$ cat config.mk
export PLATFORM = sky130hd
export DESIGN_NAME = pe_noc_interface
export DESIGN_NICKNAME = d
export VERILOG_FILES = /design/src/rtl/pe_noc_interface.sv
export SDC_FILE = /design/constraint.sdc
export NUM_CORES = 1
export LEC_CHECK = 0
export CORE_ASPECT_RATIO = 1.2
export CORE_MARGIN = 3
export CORE_UTILIZATION = 30
export CTS_CLUSTER_SIZE = 8
export DETAILED_ROUTE_END_ITERATION = 12
export GPL_ROUTABILITY_DRIVEN = 0
export SYNTH_ARGS = -nofsm -noshare
export SYNTH_HDL_FRONTEND = slang
export SYNTH_SLANG_ARGS = --single-unit
export TNS_END_PERCENT = 10
$ cat constraint.sdc
create_clock -name i_clk -period 13.5 [get_ports i_clk]
set_input_delay 2.025 -clock i_clk [delete_from_list [all_inputs] [get_ports i_clk]]
set_output_delay 2.025 -clock i_clk [all_outputs]
set_load 0.02 [all_outputs]
$ cat src/rtl/pe_noc_interface.sv
// Network interface between one processing element and its HNoC port.
// Buffers TX and RX traffic, loops back self-addressed packets and tracks debug status.
module pe_noc_interface #(
    parameter int DataWidth = 32,
    parameter int AddrWidth = 3,
    parameter int PEAddr    = 0,
    parameter int FifoDepth = 4
) (
    input  logic                           i_clk,
    input  logic                           i_reset,
    input  logic [DataWidth-1:0]           i_tx_data,
    input  logic [AddrWidth-1:0]           i_tx_dest,
    input  logic                           i_tx_valid,
    output logic                           o_tx_ready,
    output logic [DataWidth+AddrWidth-1:0] o_noc_data,
    output logic                           o_noc_data_valid,
    input  logic                           i_noc_data_ready,
    input  logic [DataWidth+AddrWidth-1:0] i_noc_data,
    input  logic                           i_noc_data_valid,
    output logic                           o_noc_data_ready,
    output logic [DataWidth-1:0]           o_rx_data,
    output logic                           o_rx_valid,
    input  logic                           i_rx_ready,
    output logic [15:0]                    o_tx_count,
    output logic [15:0]                    o_rx_count,
    output logic                           o_misroute
);

    localparam int PW  = $clog2(FifoDepth);
    localparam int CW  = PW + 1;
    localparam int PKW = DataWidth + AddrWidth;

    localparam logic [PW-1:0]        PTR_ONE  = PW'(1);
    localparam logic [PW-1:0]        PTR_ZERO = PW'(0);
    localparam logic [CW-1:0]        CNT_ONE  = CW'(1);
    localparam logic [CW-1:0]        CNT_ZERO = CW'(0);
    localparam logic [CW-1:0]        CNT_FULL = CW'(FifoDepth);
    localparam logic [AddrWidth-1:0] PE_ADDR  = AddrWidth'(PEAddr);
    localparam logic [15:0]          STAT_MAX = 16'hFFFF;

    function automatic logic [CW-1:0] occ_next(input logic [CW-1:0] occ,
                                               input logic push, input logic pop);
        logic [CW-1:0] res;
        case ({push, pop})
            2'b10:   res = occ + CNT_ONE;
            2'b01:   res = occ - CNT_ONE;
            default: res = occ;
        endcase
        return res;
    endfunction

    function automatic logic [15:0] sat_inc(input logic [15:0] cnt, input logic inc);
        logic [15:0] res;
        if (inc && (cnt != STAT_MAX)) begin
            res = cnt + 16'd1;
        end else begin
            res = cnt;
        end
        return res;
    endfunction

    logic [PKW-1:0]       tx_mem_r [FifoDepth];
    logic [PW-1:0]        tx_wr_r, tx_rd_r;
    logic [CW-1:0]        tx_cnt_r;
    logic [DataWidth-1:0] rx_mem_r [FifoDepth];
    logic [PW-1:0]        rx_wr_r, rx_rd_r;
    logic [CW-1:0]        rx_cnt_r;
    logic [15:0]          tx_count_r, rx_count_r;
    logic                 misroute_r;

    logic                 tx_full_s, tx_empty_s, rx_full_s, rx_empty_s;
    logic [PKW-1:0]       tx_head_s;
    logic                 head_loop_s, noc_valid_s;
    logic                 tx_push_s, tx_pop_s, noc_pop_s;
    logic                 noc_acc_s, noc_match_s, noc_wr_s, misroute_set_s, loop_wr_s;
    logic                 rx_push_s, rx_pop_s;
    logic [DataWidth-1:0] rx_push_data_s;

    assign tx_full_s   = (tx_cnt_r == CNT_FULL);
    assign tx_empty_s  = (tx_cnt_r == CNT_ZERO);
    assign rx_full_s   = (rx_cnt_r == CNT_FULL);
    assign rx_empty_s  = (rx_cnt_r == CNT_ZERO);
    assign tx_head_s   = tx_mem_r[tx_rd_r];
    assign head_loop_s = !tx_empty_s && (tx_head_s[PKW-1:DataWidth] == PE_ADDR);
    assign noc_valid_s = !tx_empty_s && !head_loop_s;

    // Ready flags depend only on stored occupancy, never on the far side's ready.
    assign tx_push_s      = i_tx_valid && !tx_full_s;
    assign noc_pop_s      = noc_valid_s && i_noc_data_ready;
    assign noc_acc_s      = i_noc_data_valid && !rx_full_s;
    assign noc_match_s    = (i_noc_data[PKW-1:DataWidth] == PE_ADDR);
    assign noc_wr_s       = noc_acc_s && noc_match_s;
    assign misroute_set_s = noc_acc_s && !noc_match_s;
    // NoC writes win the RX write port; loopback waits for a free cycle.
    assign loop_wr_s      = head_loop_s && !rx_full_s && !noc_wr_s;
    assign tx_pop_s       = noc_pop_s || loop_wr_s;
    assign rx_push_s      = noc_wr_s || loop_wr_s;
    assign rx_pop_s       = !rx_empty_s && i_rx_ready;

    // Select the payload source for the shared RX write port.
    always_comb begin
        rx_push_data_s = tx_head_s[DataWidth-1:0];
        if (noc_wr_s) begin
            rx_push_data_s = i_noc_data[DataWidth-1:0];
        end else begin
            rx_push_data_s = tx_head_s[DataWidth-1:0];
        end
    end

    // Output data is forced to zero whenever its valid is low.
    always_comb begin
        o_noc_data = {PKW{1'b0}};
        o_rx_data  = {DataWidth{1'b0}};
        if (noc_valid_s) begin
            o_noc_data = tx_head_s;
        end else begin
            o_noc_data = {PKW{1'b0}};
        end
        if (!rx_empty_s) begin
            o_rx_data = rx_mem_r[rx_rd_r];
        end else begin
            o_rx_data = {DataWidth{1'b0}};
        end
    end

    assign o_tx_ready       = !tx_full_s;
    assign o_noc_data_valid = noc_valid_s;
    assign o_noc_data_ready = !rx_full_s;
    assign o_rx_valid       = !rx_empty_s;
    assign o_tx_count       = tx_count_r;
    assign o_rx_count       = rx_count_r;
    assign o_misroute       = misroute_r;

    // TX FIFO storage, pointers and occupancy.
    always_ff @(posedge i_clk or posedge i_reset) begin
        if (i_reset) begin
            tx_wr_r  <= PTR_ZERO;
            tx_rd_r  <= PTR_ZERO;
            tx_cnt_r <= CNT_ZERO;
            for (int i = 0; i < FifoDepth; i++) begin
                tx_mem_r[i] <= {PKW{1'b0}};
            end
        end else begin
            if (tx_push_s) begin
                tx_mem_r[tx_wr_r] <= {i_tx_dest, i_tx_data};
                tx_wr_r           <= tx_wr_r + PTR_ONE;
            end
            if (tx_pop_s) begin
                tx_rd_r <= tx_rd_r + PTR_ONE;
            end
            tx_cnt_r <= occ_next(tx_cnt_r, tx_push_s, tx_pop_s);
        end
    end

    // RX FIFO storage, pointers and occupancy.
    always_ff @(posedge i_clk or posedge i_reset) begin
        if (i_reset) begin
            rx_wr_r  <= PTR_ZERO;
            rx_rd_r  <= PTR_ZERO;
            rx_cnt_r <= CNT_ZERO;
            for (int i = 0; i < FifoDepth; i++) begin
                rx_mem_r[i] <= {DataWidth{1'b0}};
            end
        end else begin
            if (rx_push_s) begin
                rx_mem_r[rx_wr_r] <= rx_push_data_s;
                rx_wr_r           <= rx_wr_r + PTR_ONE;
            end
            if (rx_pop_s) begin
                rx_rd_r <= rx_rd_r + PTR_ONE;
            end
            rx_cnt_r <= occ_next(rx_cnt_r, rx_push_s, rx_pop_s);
        end
    end

    // Saturating traffic counters and sticky misroute flag.
    always_ff @(posedge i_clk or posedge i_reset) begin
        if (i_reset) begin
            tx_count_r <= 16'd0;
            rx_count_r <= 16'd0;
            misroute_r <= 1'b0;
        end else begin
            tx_count_r <= sat_inc(tx_count_r, tx_pop_s);
            rx_count_r <= sat_inc(rx_count_r, rx_push_s);
            misroute_r <= misroute_r | misroute_set_s;
        end
    end

endmodule

# --- Yosys cells after proc, flatten, opt, wreduce, memory -nomap -nowiden ---
# Cells that the tools add are included.
word_totals:
  register_bits: 315
  latch_bits: 0
  mem_bits_rw: 0
  romBits: 0
  in_bits: 76
  output_inout_bits: 104
  elab_cells: 92
  mem_count: 0
classes:
  addsub: 10
  multipliers: 0
  n_div: 0
  n_lt_le_gt_ge: 6
  n_eq_ne: 8
  shift: 0
  mux: 17
  n_bitwise: 5
  reduce_logical: 29
ops:
  columns: ["op", "count"]
  rows:
  - ["32-bit 2-to-1 mux", 5]
  - ["140-bit bitwise mux", 1]
  - ["35-bit 2-to-1 mux", 4]
  - ["128-bit bitwise mux", 1]
  - ["35-bit binary-select mux with 2-bit select", 1]
  - ["35-bit demux with 2-bit select", 1]
  - ["32-bit binary-select mux with 2-bit select", 1]
  - ["32-bit demux with 2-bit select", 1]
  - ["16-bit by 1-bit adder with 16-bit output, second input constant", 2]
  - ["16-bit inequality test, second input constant", 2]
  - ["1-bit logical AND", 14]
  - ["3-bit >= comparator, second input constant", 4]
  - ["3-bit logical NOT", 4]
  - ["2-bit NOT with 3-bit output", 4]
  - ["3-bit case mux with 2 select lines", 2]
  - ["2-bit by 1-bit adder with 2-bit output, second input constant", 4]
  - ["1-bit logical NOT", 7]
  - ["3-bit by 1-bit adder with 3-bit output, second input constant", 2]
  - ["3-bit == test, second input constant", 2]
  - ["3-bit by 1-bit less-than comparator with 1-bit output, second input constant", 2]
  - ["3-bit by 1-bit subtractor with 3-bit output, second input constant", 2]
  - ["2-bit by 1-bit == test with 1-bit output, second input constant", 2]
  - ["2-bit == test, second input constant", 2]
  - ["2-bit nonzero test", 2]
  - ["2 further kinds", 3]

# --- Depth between registers and ports, before layout ---
# Gate-level depths: netlist of the first run.
depth:
  word_depth: 12
  ltp_mapped: 13
  depth_no_buf: 11

# --- Worst setup path after synthesis of the first run ---
# Ideal clock, no wire load.
synth_timing:
  path_type: "input to register"
  from: "input i_noc_data[33]"
  to: "register tx_cnt_r[2]"
  setup_ns: 0.125
  t_arrival_ns: 3.880
  required_time_ns: 13.375
  path_slack_ns: 9.495
  stages: 11
  n_path_buf: 1
  path_cell_list: "nor3_1 -> a21oi_1 -> mux2i_1 -> buf_2 -> nor2_1 -> ha_1 -> inv_1 -> fa_1 -> xor2_1 -> nor2_1 -> xor2_1"
synth_between:
  elab_chain_len: 7
  elab_cells_between_ends: 9
  cone_classes: "2 x eq/ne; 1 x mux; 6 x reduce/logical"
synth_lines:
  columns: ["element", "line", "source"]
  rows:
  - ["from (decl)", "18", "input logic [DataWidth+AddrWidth-1:0] i_noc_data,"]
  - ["3-bit logical NOT *", "91", "assign noc_match_s = (i_noc_data[PKW-1:DataWidth] == PE_ADDR);"]
  - ["1-bit logical AND *", "92", "assign noc_wr_s = noc_acc_s && noc_match_s;"]
  - ["1-bit logical NOT *", "95", "assign loop_wr_s = head_loop_s && !rx_full_s && !noc_wr_s;"]
  - ["1-bit logical AND *", "95", null]
  - ["1-bit logical OR *", "96", "assign tx_pop_s = noc_pop_s || loop_wr_s;"]
  - ["via tx_pop_s", "74", "logic tx_push_s, tx_pop_s, noc_pop_s;"]
  - ["2-bit by 1-bit == test with 1-bit output or 2-bit == test (tied branches)", "44", "case ({push, pop})"]
  - ["3-bit case mux with 2 select lines or 2-bit nonzero test (tied branches)", null, null]
  - ["to (signal assigned)", "151", "tx_cnt_r <= occ_next(tx_cnt_r, tx_push_s, tx_pop_s);"]
  - ["to (decl)", "64", "logic [CW-1:0] tx_cnt_r;"]
# Mark *: on every way through the listed nets, which the timed path passes. The rest lies on a longest branch.
# A chain may end at the register's enable or synchronous reset.

# --- Final worst setup path of the first run ---
layout_timing:
  from: "register tx_rd_r[0]"
  to: "output o_noc_data[28]"
layout_between:
  elab_chain_len: 9
layout_lines:
  columns: ["element", "line", "source"]
  rows:
  - ["from (decl)", "63", "logic [PW-1:0] tx_wr_r, tx_rd_r;"]
  - ["from (signal assigned)", "149", "tx_rd_r <= tx_rd_r + PTR_ONE;"]
  - ["2-bit NOT with 3-bit output (not written as such) *", "83", "assign tx_head_s = tx_mem_r[tx_rd_r];"]
  - ["35-bit binary-select mux with 2-bit select *", "83", null]
  - ["35-bit 2-to-1 mux (not written as such) * (2 in series)", "83", null]
  - ["3-bit logical NOT", "84", "assign head_loop_s = !tx_empty_s && (tx_head_s[PKW-1:DataWidth] == PE_ADDR);"]
  - ["1-bit logical AND", "84", null]
  - ["1-bit logical NOT", "85", "assign noc_valid_s = !tx_empty_s && !head_loop_s;"]
  - ["1-bit logical AND", "85", null]
  - ["35-bit 2-to-1 mux *", "114", "if (noc_valid_s) begin"]
  - ["to (decl)", "15", "output logic [DataWidth+AddrWidth-1:0] o_noc_data,"]
# Mark *: on every way between the ends. The rest lies on a longest branch, timed or not. The select of a mux whose other input is x is not followed.

==> results.tsv, run 1 <==
stage	metric	value	unit
floorplanning	Die Y	248	um
sta	final hold vios	0	
logic_synthesis	YS warnings	0	
hold_path	class of the tightest hold or removal check	reg -> reg	
setup_path	CP max stage cell	mux4_2	
sta	fmax	193	MHz
logic_synthesis	Post-synth ARST share	1.00	
detailed_routing	DR WL met2	20100	um
clocking	worst skew pair latency	0.56	ns
setup_path	R2R setup slack	9.61	ns
setup_path	Req. time, crit path	11.48	ns
power_and_ir_drop	leakage	0.00766	uW
global_route	gr ovfl total	0	
cells_and_area	commonest cells after routing, fill and taps aside	312 x dfrtp_1, 257 x a21oi_1, 179 x clkdlybuf4s50_1	
clocking	Post-CTS Hold Buffers	0	
setup_path	CP endpoint kind	output pin	
setup_path	Setup crit start	tx_rd_r[0]$_DFFE_PP0P_	
sta	Final Setup Violations	0	
logic_synthesis	main flop type after synthesis	dfrtp_1	
global_route	largest net degree at the start of global routing	194	
clocking	postcts setup bufs	0	
sta	Slew Limit Headroom	0.192	
clocking	CTS buffer count	46	
detailed_routing	drt drc	0	
floorplanning	die area	51600	um^2
power_and_ir_drop	power per cell area	313	nW/um^2
setup_path	crit-path cells	buf_4, mux4_2, and3_1, clkdlybuf4s50_1	
cells_and_area	Final nets	1396	
hold_path	hold_sp	rx_cnt_r[2]$_DFFE_PP0P_	
detailed_routing	WL met1	17400	um
setup_path	Crit Reg-Reg Startpoint	tx_rd_r[0]$_DFFE_PP0P_	
setup_path	Worst Reg2Reg Path Length in Cells	7	
cells_and_area	fraction of layout cells with a size suffix above 1	0.227	
cells_and_area	Antenna Cells	0	
logic_synthesis	Post-Syn Area	14700	um^2
clocking	htree depth	2	
setup_path	reg2reg end	rx_mem_r[76]$_DFFE_PP0P_	
global_route	first-pass GRT wire length	62900	um
logic_synthesis	number of enable flip-flop cells after synthesis	0	
floorplanning	core area	48200	um^2
sta	WHS	0.481	ns
sta	Final Cycle Share	0.384	
clocking	Root Driver	clkbuf_16	
floorplanning	# IOs	180	
sta	clk_skew	0.0304	ns
outcome	status	completed	
cells_and_area	sequential cell area	7890	um^2
floorplanning	chip width	208	um
clocking	CTS tree	built	
clocking	clock buffer depth	3	
cells_and_area	Syn-to-layout area delta	24.9	%
global_route	initial antenna violation count	2	
placed_design	port bufs	179	
setup_path	CP Class	reg -> out	
sta	pins over their slew limit	0	
logic_synthesis	syn avg cell area	12.8	um^2
clocking	post-CTS resize count	0	
floorplanning	num rows	88	
sta	setup TNS	0	ns
cells_and_area	multi-input logic area	6320	um^2
detailed_routing	Vias	9938	
setup_path	CP startpoint kind	flop	
logic_synthesis	Syn Inst Count	1150	
setup_path	Largest stage delay, worst path	0.64	ns
detailed_routing	DRT Pass-1 Iters	5	
cells_and_area	fill count	4656	
global_route	vias in the first global route	10500	
logic_synthesis	Seq/Total Area, Yosys	0.537	
clocking	clock sinks	315	
hold_path	Worst Hold Endpoint	rx_cnt_r[2]$_DFFE_PP0P_	
sta	RSZ-0062 raised after global routing	no	
detailed_routing	ANT nets after route	0	
detailed_routing	Avg WL per Cell	20.7	um
sta	minimum clock period	5.19	ns
detailed_routing	Vias/cell	5.11	
power_and_ir_drop	worst vdd ir	0.000167	V
setup_path	Critical Path AT	3.16	ns
logic_synthesis	Syn Nets	1240	
global_route	GRT Total Usage	0.154	
placed_design	Detailed Place HPWL	26300	um
logic_synthesis	post-synthesis cell type count	36	
hold_path	Worst Hold Depth	1	
logic_synthesis	post-synthesis register bit count	315	
floorplanning	starting density of the core	0.304	
cells_and_area	commonest non-fill, non-tap cell in the layout	dfrtp_1	
setup_path	Max FO, Critical Path	31	
sta	Slew @ Worst Pin	1.21	ns
detailed_routing	number of DRC markers in iteration 0	613	
run	Max Cap Viol	0	
detailed_routing	Top Metal Used	met5	
detailed_routing	met3 wire length	1770	um
clocking	register clock-pin slew on the reported worst setup and hold paths	0.05	ns
detailed_routing	routed wire length	40300	um
-- cell families (layout without fill, tap and decap cells) --
logic type,count (synthesis),after routing,share of synthesized area
AO/OA/AOI/OAI,263,263,0.0914
adder cells (fa/ha/maj),14,14,0.0130
flip-flops,315,315,0.537
multiplexers,245,245,0.236
buffers and inverters,110,275,0.0337
AND/OR/NAND/NOR,162,162,0.0643
XOR/XNOR,41,41,0.0245
-- how the worst max path moves through the flow --
stage	to
final	o_noc_data[28]
after global routing	o_noc_data[28]
after CTS	o_noc_data[28]
after detailed placement	rx_mem_r[76]$_DFFE_PP0P_
after global placement	rx_mem_r[11]$_DFFE_PP0P_
after floorplan	o_misroute$_DFF_PP0_
-- worst max-delay path, delay by kind of cell, from the launching register on --
kind | cells | cell delay, ns
flip-flops | 1 | 0.51
buffers and inverters | 2 | 1.15
multiplexers | 1 | 0.64
AND/OR/NAND/NOR | 1 | 0.26
-- per-layer routing --
layer	vias up	global-route usage
li1	4487	-
met1	5122	0.202
met2	264	0.262
met3	61	0.0271
met4	4	0.0512
met5	-	0
-- through the flow --
| step | total power, uW | cells | area (um^2) | utilization | worst slack (ns) |
|---|---|---|---|---|---|
| 2_1_floorplan | 3590 | 1150 | 14700 | - | 2.76 |
| 3_3_place_gp | 4670 | 1888 | 17000 | 0.353 | 8.24 |
| 3_5_place_dp | 4730 | 1888 | 17000 | 0.353 | 8.23 |
| 4_1_cts | 5820 | 1945 | 18300 | 0.380 | 8.21 |
| 5_1_grt | 6120 | 1945 | 18300 | 0.380 | 8.16 |
| 6_report | 5740 | 1945 | 18300 | 0.380 | 8.31 |
-- area by class of cell --
cell class | count | area share
Sequential cell | 315 | 0.430
Multi-Input combinational cell | 725 | 0.345
Timing Repair Buffer | 201 | 0.107
Clock buffer | 53 | 0.0670
Clock inverter | 4 | 0.00369
Inverter | 17 | 0.00389
Tap cell | 630 | 0.0430
-- registers in the layout, summed over array words and instances, names as in the netlist --
| name | cells |
|---|---|
| tx_mem_r | 140 |
| rx_mem_r | 128 |
| o_rx_count | 16 |
| o_tx_count | 16 |
| rx_cnt_r | 3 |
| tx_cnt_r | 3 |
| rx_rd_r | 2 |
| rx_wr_r | 2 |
| tx_rd_r | 2 |
| tx_wr_r | 2 |
| o_misroute | 1 |
-- synthesized netlist by cell type, types with 10 or more instances --
master | instances | area, um^2
a21oi_1 | 257 | 1290
and2_1 | 41 | 257
and3_1 | 39 | 244
buf_2 | 18 | 90.1
buf_4 | 16 | 120
clkbuf_1 | 53 | 199
dfrtp_1 | 315 | 7880
ha_1 | 12 | 150
inv_1 | 17 | 63.8
mux2_2 | 142 | 1600
mux2i_1 | 35 | 350
mux4_2 | 67 | 1510
nand2_1 | 18 | 67.6
nand3_1 | 15 | 75.1
nand4_1 | 10 | 62.6
xnor2_1 | 20 | 175
xor2_1 | 21 | 184
-- report_power, final --
part	internal [uW]	switching, uW
combinational	1400	1610
clock	650	405
sequential	1420	261
No activity file was read; power rests on OpenSTA's default activity.
==> run 2: changes to the inputs <==
==> constraint.sdc (replaced) <==
create_clock -name i_clk -period 5.1 [get_ports i_clk]
set_input_delay 0.765 -clock i_clk [delete_from_list [all_inputs] [get_ports i_clk]]
set_output_delay 0.765 -clock i_clk [all_outputs]
set_load 0.02 [all_outputs]
==> results.tsv, run 2 (same netlist as run 1, synthesis figures left out) <==
stage	metric	value	unit	change
floorplanning	die area	51600	um^2	unchanged
global_route	GRT Total Usage	0.155		+0.00109
cells_and_area	fill count	4667		+0.24%
global_route	gr ovfl total	0		unchanged
floorplanning	core area	48200	um^2	unchanged
global_route	vias in the first global route	10600		+0.75%
cells_and_area	multi-input logic area	6330	um^2	+0.12%
detailed_routing	Vias	10000		+0.92%
cells_and_area	Final nets	1397		+0.072%
sta	clk_skew	0.0134	ns	-0.0170 ns
setup_path	Critical Path AT	3.18	ns	+0.02 ns
cells_and_area	fraction of layout cells with a size suffix above 1	0.228		+0.00135
global_route	largest net degree at the start of global routing	170		-12%
detailed_routing	ANT nets after route	0		unchanged
floorplanning	starting density of the core	0.304		unchanged
floorplanning	# IOs	180		unchanged
sta	Final Cycle Share	0.773		
clocking	register clock-pin slew on the reported worst setup and hold paths	0.06	ns	about the same
detailed_routing	Vias/cell	5.15		+0.81%
sta	fmax	254	MHz	
setup_path	Req. time, crit path	4.34	ns	-7.14 ns
cells_and_area	commonest cells after routing, fill and taps aside	312 x dfrtp_1, 257 x a21oi_1, 179 x clkdlybuf4s50_1		
clocking	Post-CTS Hold Buffers	0		unchanged
setup_path	delay-heaviest family, CP	simple AND/OR/NAND/NOR gates		
setup_path	CP startpoint kind	flop		
cells_and_area	commonest non-fill, non-tap cell in the layout	dfrtp_1		
clocking	post-CTS resize count	0		unchanged
run	Max Cap Viol	0		unchanged
sta	Final Setup Violations	0		unchanged
setup_path	crit-path cells	mux4_2, or3_4, and3_1, clkdlybuf4s50_1		
clocking	clock sinks	315		unchanged
cells_and_area	number of flip-flops in the largest register	140		unchanged
detailed_routing	number of DRC markers in iteration 0	606		-1.1%
placed_design	placed inst area	17100	um^2	+0.14%
clocking	worst skew pair latency	0.57	ns	about the same
floorplanning	Die Y	248	um	unchanged
global_route	initial antenna violation count	3		+1
setup_path	Largest stage delay, worst path	0.61	ns	-0.03 ns
clocking	Root Driver	clkbuf_16		
detailed_routing	routed wire length	40600	um	+0.78%
cells_and_area	sequential cell area	7890	um^2	unchanged
placed_design	port bufs	179		unchanged
setup_path	CP endpoint kind	output pin		
floorplanning	chip width	208	um	unchanged
clocking	CTS buffer count	46		unchanged
clocking	htree depth	2		unchanged
sta	pins over their slew limit	0		unchanged
placed_design	Detailed Place HPWL	26200	um	-0.11%
sta	Slew Limit Headroom	0.250		+0.0586
clocking	clock buffer depth	3		unchanged
cells_and_area	Largest Register	tx_mem_r		
sta	RSZ-0062 raised after global routing	no		
outcome	status	completed		
power_and_ir_drop	leakage	0.00766	uW	about the same
setup_path	CP Class	reg -> out		
setup_path	Bufs and invs on worst path	1		-1
hold_path	class of the tightest hold or removal check	reg -> reg		
setup_path	CP max stage cell	mux4_2		
cells_and_area	Syn-to-layout area delta	25.0	%	
clocking	CTS tree	built		
setup_path	Max FO, Critical Path	33		+6.5%
setup_path	R2R setup slack	1.56	ns	-8.05 ns
floorplanning	num rows	88		unchanged
sta	setup TNS	0	ns	unchanged
sta	Slew @ Worst Pin	1.12	ns	-0.0918 ns
cells_and_area	Top Registers	tx_mem_r: 140 flops, rx_mem_r: 128 flops		
sta	final hold vios	0		unchanged
cells_and_area	fin area	18400	um^2	+0.15%
detailed_routing	Avg WL per Cell	20.9	um	+0.68%
power_and_ir_drop	worst vdd ir	0.000541	V	+220%
global_route	first-pass GRT wire length	63000	um	about the same
detailed_routing	drt drc	0		unchanged
clocking	postcts setup bufs	0		unchanged
power_and_ir_drop	power per cell area	831	nW/um^2	+170%
sta	minimum clock period	3.94	ns	
detailed_routing	DRT Pass-1 Iters	5		unchanged
==> run 2: cell types whose count changed in the layout (fill, tap and decap cells not counted), sizes merged <==
| cell | change |
|---|---|
| clkinvlp | +1 |
| diode | +1 |
| buf | +1 |
| inv | +1 |
| bufinv | +1 |
| clkinv | -3 |
==> run 2: metal layers <==
layer	GRT usage	routed length [um]	vias up
met2	0.265	20200	274
met1	0.197	17100	5189
li1	-	-	4490
met3	0.0300	2030	72
met5	0	40	-
met4	0.0613	1280	4
==> run 2: area by class of cell <==
class | count | area share
antenna | 1 | 0.000136
clock buffer | 53 | 0.0658
clock inverter | 4 | 0.00484
inverter | 17 | 0.00368
multi-input combinational | 725 | 0.345
sequential | 315 | 0.430
tap | 630 | 0.0429
timing repair buffer | 202 | 0.108
==> run 2: report_power, final <==
group	internal [uW]	switching [uW]
Sequential	3750	782
Combinational	3720	4190
Clock	1750	1080
Total	9210	6040
==> run 2: final timing paths <==
kind | cells after the start | endpoint | start
setup / recovery | 4 | o_noc_data[5] | tx_rd_r[0]$_DFFE_PP0P_
hold / removal | 1 | o_misroute$_DFF_PP0_ | o_misroute$_DFF_PP0_
setup reg to reg | 7 | rx_mem_r[76]$_DFFE_PP0P_ | tx_rd_r[0]$_DFFE_PP0P_
hold reg to reg | 1 | o_misroute$_DFF_PP0_ | o_misroute$_DFF_PP0_
max in group asynchronous | 3 | tx_mem_r[88]$_DFFE_PP0P_ | i_reset
min in group asynchronous | 3 | rx_mem_r[116]$_DFFE_PP0P_ | i_reset
==> run 2: per-stage QoR <==
stage / hold slack, ns / utilization / instances / setup slack (ns) / power, uW
final: 0.477 / 0.381 / 1947 / 1.16 / 15300
after global routing: 0.498 / 0.381 / 1946 / 0.987 / 16200
after floorplan: 0.447 / - / 1150 / 0.138 / 9510
after detailed placement: 0.466 / 0.354 / 1889 / 1.59 / 12500
after CTS: 0.481 / 0.381 / 1946 / 1.05 / 15400
after global placement: 0.463 / 0.354 / 1889 / 1.62 / 12400
==> run 3: changes to the inputs <==
==> constraint.sdc (replaced) <==
create_clock -name i_clk -period 3.9 [get_ports i_clk]
set_input_delay 0.585 -clock i_clk [delete_from_list [all_inputs] [get_ports i_clk]]
set_output_delay 0.585 -clock i_clk [all_outputs]
set_load 0.02 [all_outputs]
==> results.tsv, run 3 (same netlist as run 1, synthesis figures left out) <==
stage	metric	value	unit	change
setup_path	crit-path cells	mux4_2, or3_4, and3_1, clkdlybuf4s50_1		
global_route	gr ovfl total	0		unchanged
global_route	GRT Total Usage	0.155		about the same
setup_path	Req. time, crit path	3.31	ns	-1.03 ns
setup_path	CP endpoint kind	output pin		
power_and_ir_drop	Net Sw Power	7870	uW	+30%
power_and_ir_drop	clock share of power	0.176		-0.009
floorplanning	chip width	208	um	unchanged
sta	RSZ-0062 raised after global routing	no		
sta	WHS	0.474	ns	-0.00395 ns
setup_path	CP Class	reg -> out		
detailed_routing	Avg WL per Cell	20.7	um	-0.56%
clocking	clock buffer depth	3		unchanged
floorplanning	die area	51600	um^2	unchanged
detailed_routing	Vias/cell	5.17		+0.36%
sta	pins over their slew limit	0		unchanged
cells_and_area	fill count	4652		-0.32%
cells_and_area	Syn-to-layout area delta	26.3	%	
detailed_routing	drt drc	0		unchanged
cells_and_area	commonest cells after routing, fill and taps aside	312 x dfrtp_1, 257 x a21oi_1, 179 x clkdlybuf4s50_1		
global_route	largest net degree at the start of global routing	85		-50%
clocking	post-CTS resize count	0		unchanged
sta	Slew Limit Headroom	0.338		+0.0881
setup_path	Largest stage delay, worst path	0.58	ns	-0.03 ns
placed_design	Detailed Place HPWL	27200	um	+3.7%
clocking	clock sinks	315		unchanged
clocking	CTS tree	built		
placed_design	Inst Count DP	1909		+1.1%
power_and_ir_drop	worst vdd ir	0.000572	V	+5.6%
sta	final hold vios	0		unchanged
clocking	Post-CTS Hold Buffers	0		unchanged
setup_path	Max FO, Critical Path	33		unchanged
power_and_ir_drop	Gate power share	0.531		+0.013
cells_and_area	Top Registers	tx_mem_r: 140 flops, rx_mem_r: 128 flops		
setup_path	CP startpoint kind	flop		
clocking	postcts setup bufs	0		unchanged
clocking	register clock-pin slew on the reported worst setup and hold paths	0.05	ns	about the same
hold_path	class of the tightest hold or removal check	reg -> reg		
placed_design	port bufs	179		unchanged
sta	setup TNS	0	ns	unchanged
power_and_ir_drop	internal power	12000	uW	+31%
floorplanning	num rows	88		unchanged
setup_path	Worst Reg2Reg Path Length in Cells	10		+3
detailed_routing	routed wire length	40700	um	+0.26%
cells_and_area	commonest non-fill, non-tap cell in the layout	dfrtp_1		
power_and_ir_drop	register share of total power	0.293		-0.004
clocking	worst skew pair latency	0.56	ns	about the same
setup_path	Critical Path AT	2.96	ns	-0.22 ns
floorplanning	# IOs	180		unchanged
cells_and_area	Final nets	1416		+1.4%
cells_and_area	fraction of layout cells with a size suffix above 1	0.236		+0.00852
outcome	status	completed		
detailed_routing	number of DRC markers in iteration 0	581		-4.1%
sta	minimum clock period	3.54	ns	
global_route	first-pass GRT wire length	63500	um	+0.79%
sta	Final Cycle Share	0.909		
power_and_ir_drop	leakage	0.00776	uW	+1.4%
hold_path	Worst Hold Depth	1		unchanged
sta	Slew @ Worst Pin	0.992	ns	-0.128 ns
cells_and_area	Largest Register	tx_mem_r		
global_route	vias in the first global route	10700		+0.68%
global_route	initial antenna violation count	3		unchanged
power_and_ir_drop	Sw Ratio	0.396		-0.000510
clocking	CTS buffer count	45		-2.2%
floorplanning	core area	48200	um^2	unchanged
run	Max Cap Viol	0		unchanged
power_and_ir_drop	power per cell area	1070	nW/um^2	+29%
sta	clk_skew	0.0191	ns	+0.00572 ns
cells_and_area	number of flip-flops in the largest register	140		unchanged
sta	Final Setup Violations	0		unchanged
floorplanning	Die Y	248	um	unchanged
setup_path	R2R setup slack	0.70	ns	-0.86 ns
clocking	Root Driver	clkbuf_16		
detailed_routing	DRT Pass-1 Iters	5		unchanged
setup_path	CP max stage cell	or3_4		
clocking	htree depth	2		unchanged
cells_and_area	final cell count without fillers	1963		+0.82%
sta	fmax	282	MHz	
detailed_routing	Vias	10100		+1.2%
floorplanning	starting density of the core	0.304		unchanged
detailed_routing	ANT nets after route	0		unchanged
## run 3: cell types whose count changed in the layout (fill, tap and decap cells not counted), moves of 2 or more
cell,delta
buf_4,+11
bufinv_16,-2
buf_12,+9
ha_2,-3
clkbuf_1,-2
ha_1,+3
## run 3: worst max-delay path: cells and delay by family (launching register included)
kind / cells / cell delay (ns)
muxes: 1 / 0.54
DFF: 1 / 0.43
and+or+nand+nor: 2 / 0.85
buffers and inverters: 1 / 0.56
## run 3: final timing paths
check,from,to
min in group asynchronous,i_reset,rx_mem_r[56]$_DFFE_PP0P_
setup / recovery,tx_rd_r[0]$_DFFE_PP0P_,o_noc_data[14]
hold / removal,rx_cnt_r[2]$_DFFE_PP0P_,rx_cnt_r[2]$_DFFE_PP0P_
max in group asynchronous,i_reset,rx_mem_r[6]$_DFFE_PP0P_
hold reg to reg,rx_cnt_r[2]$_DFFE_PP0P_,rx_cnt_r[2]$_DFFE_PP0P_
setup reg to reg,tx_rd_r[0]$_DFFE_PP0P_,rx_cnt_r[2]$_DFFE_PP0P_
## run 3: area by class of cell
type | instances | area [um^2] | area share
inverter | 17 | 67.6 | 0.00364
clock buffer | 52 | 1210 | 0.0655
tap | 630 | 788 | 0.0425
clock inverter | 1 | 8.76 | 0.000472
timing repair buffer | 222 | 2250 | 0.121
antenna | 1 | 2.50 | 0.000135
multi-input combinational | 725 | 6320 | 0.341
sequential | 315 | 7890 | 0.425
## run 3: power by group through the flow
stage               Combinational [uW]  Sequential [uW]  Clock, uW
floorplan                         6820             5620          0
global placement                 10500             5770          0
detailed placement               10700             5850          0
CTS                              10700             5820       3620
global route                     11400             6010       3750
finish                           10600             5840       3510
## run 3: per-stage QoR
step / instance area, um^2 / power [uW] / utilization / setup WS, ns
after CTS: 18500 / 20100 / 0.384 / 0.307
final: 18500 / 19900 / 0.384 / 0.355
after global placement: 17300 / 16300 / 0.359 / 0.745
after global routing: 18500 / 21100 / 0.384 / 0.232
after floorplan: 14700 / 12400 / - / -0.882
after detailed placement: 17300 / 16500 / 0.359 / 0.719
## run 3: layer usage
| metal | wire (um) | global-route usage | vias to the layer above |
|---|---|---|---|
| met4 | 1020 | 0.0538 | 4 |
| li1 | - | - | 4527 |
| met1 | 16900 | 0.196 | 5271 |
| met3 | 2090 | 0.0346 | 68 |
| met2 | 20700 | 0.265 | 278 |
| met5 | 27 | 0 | - |
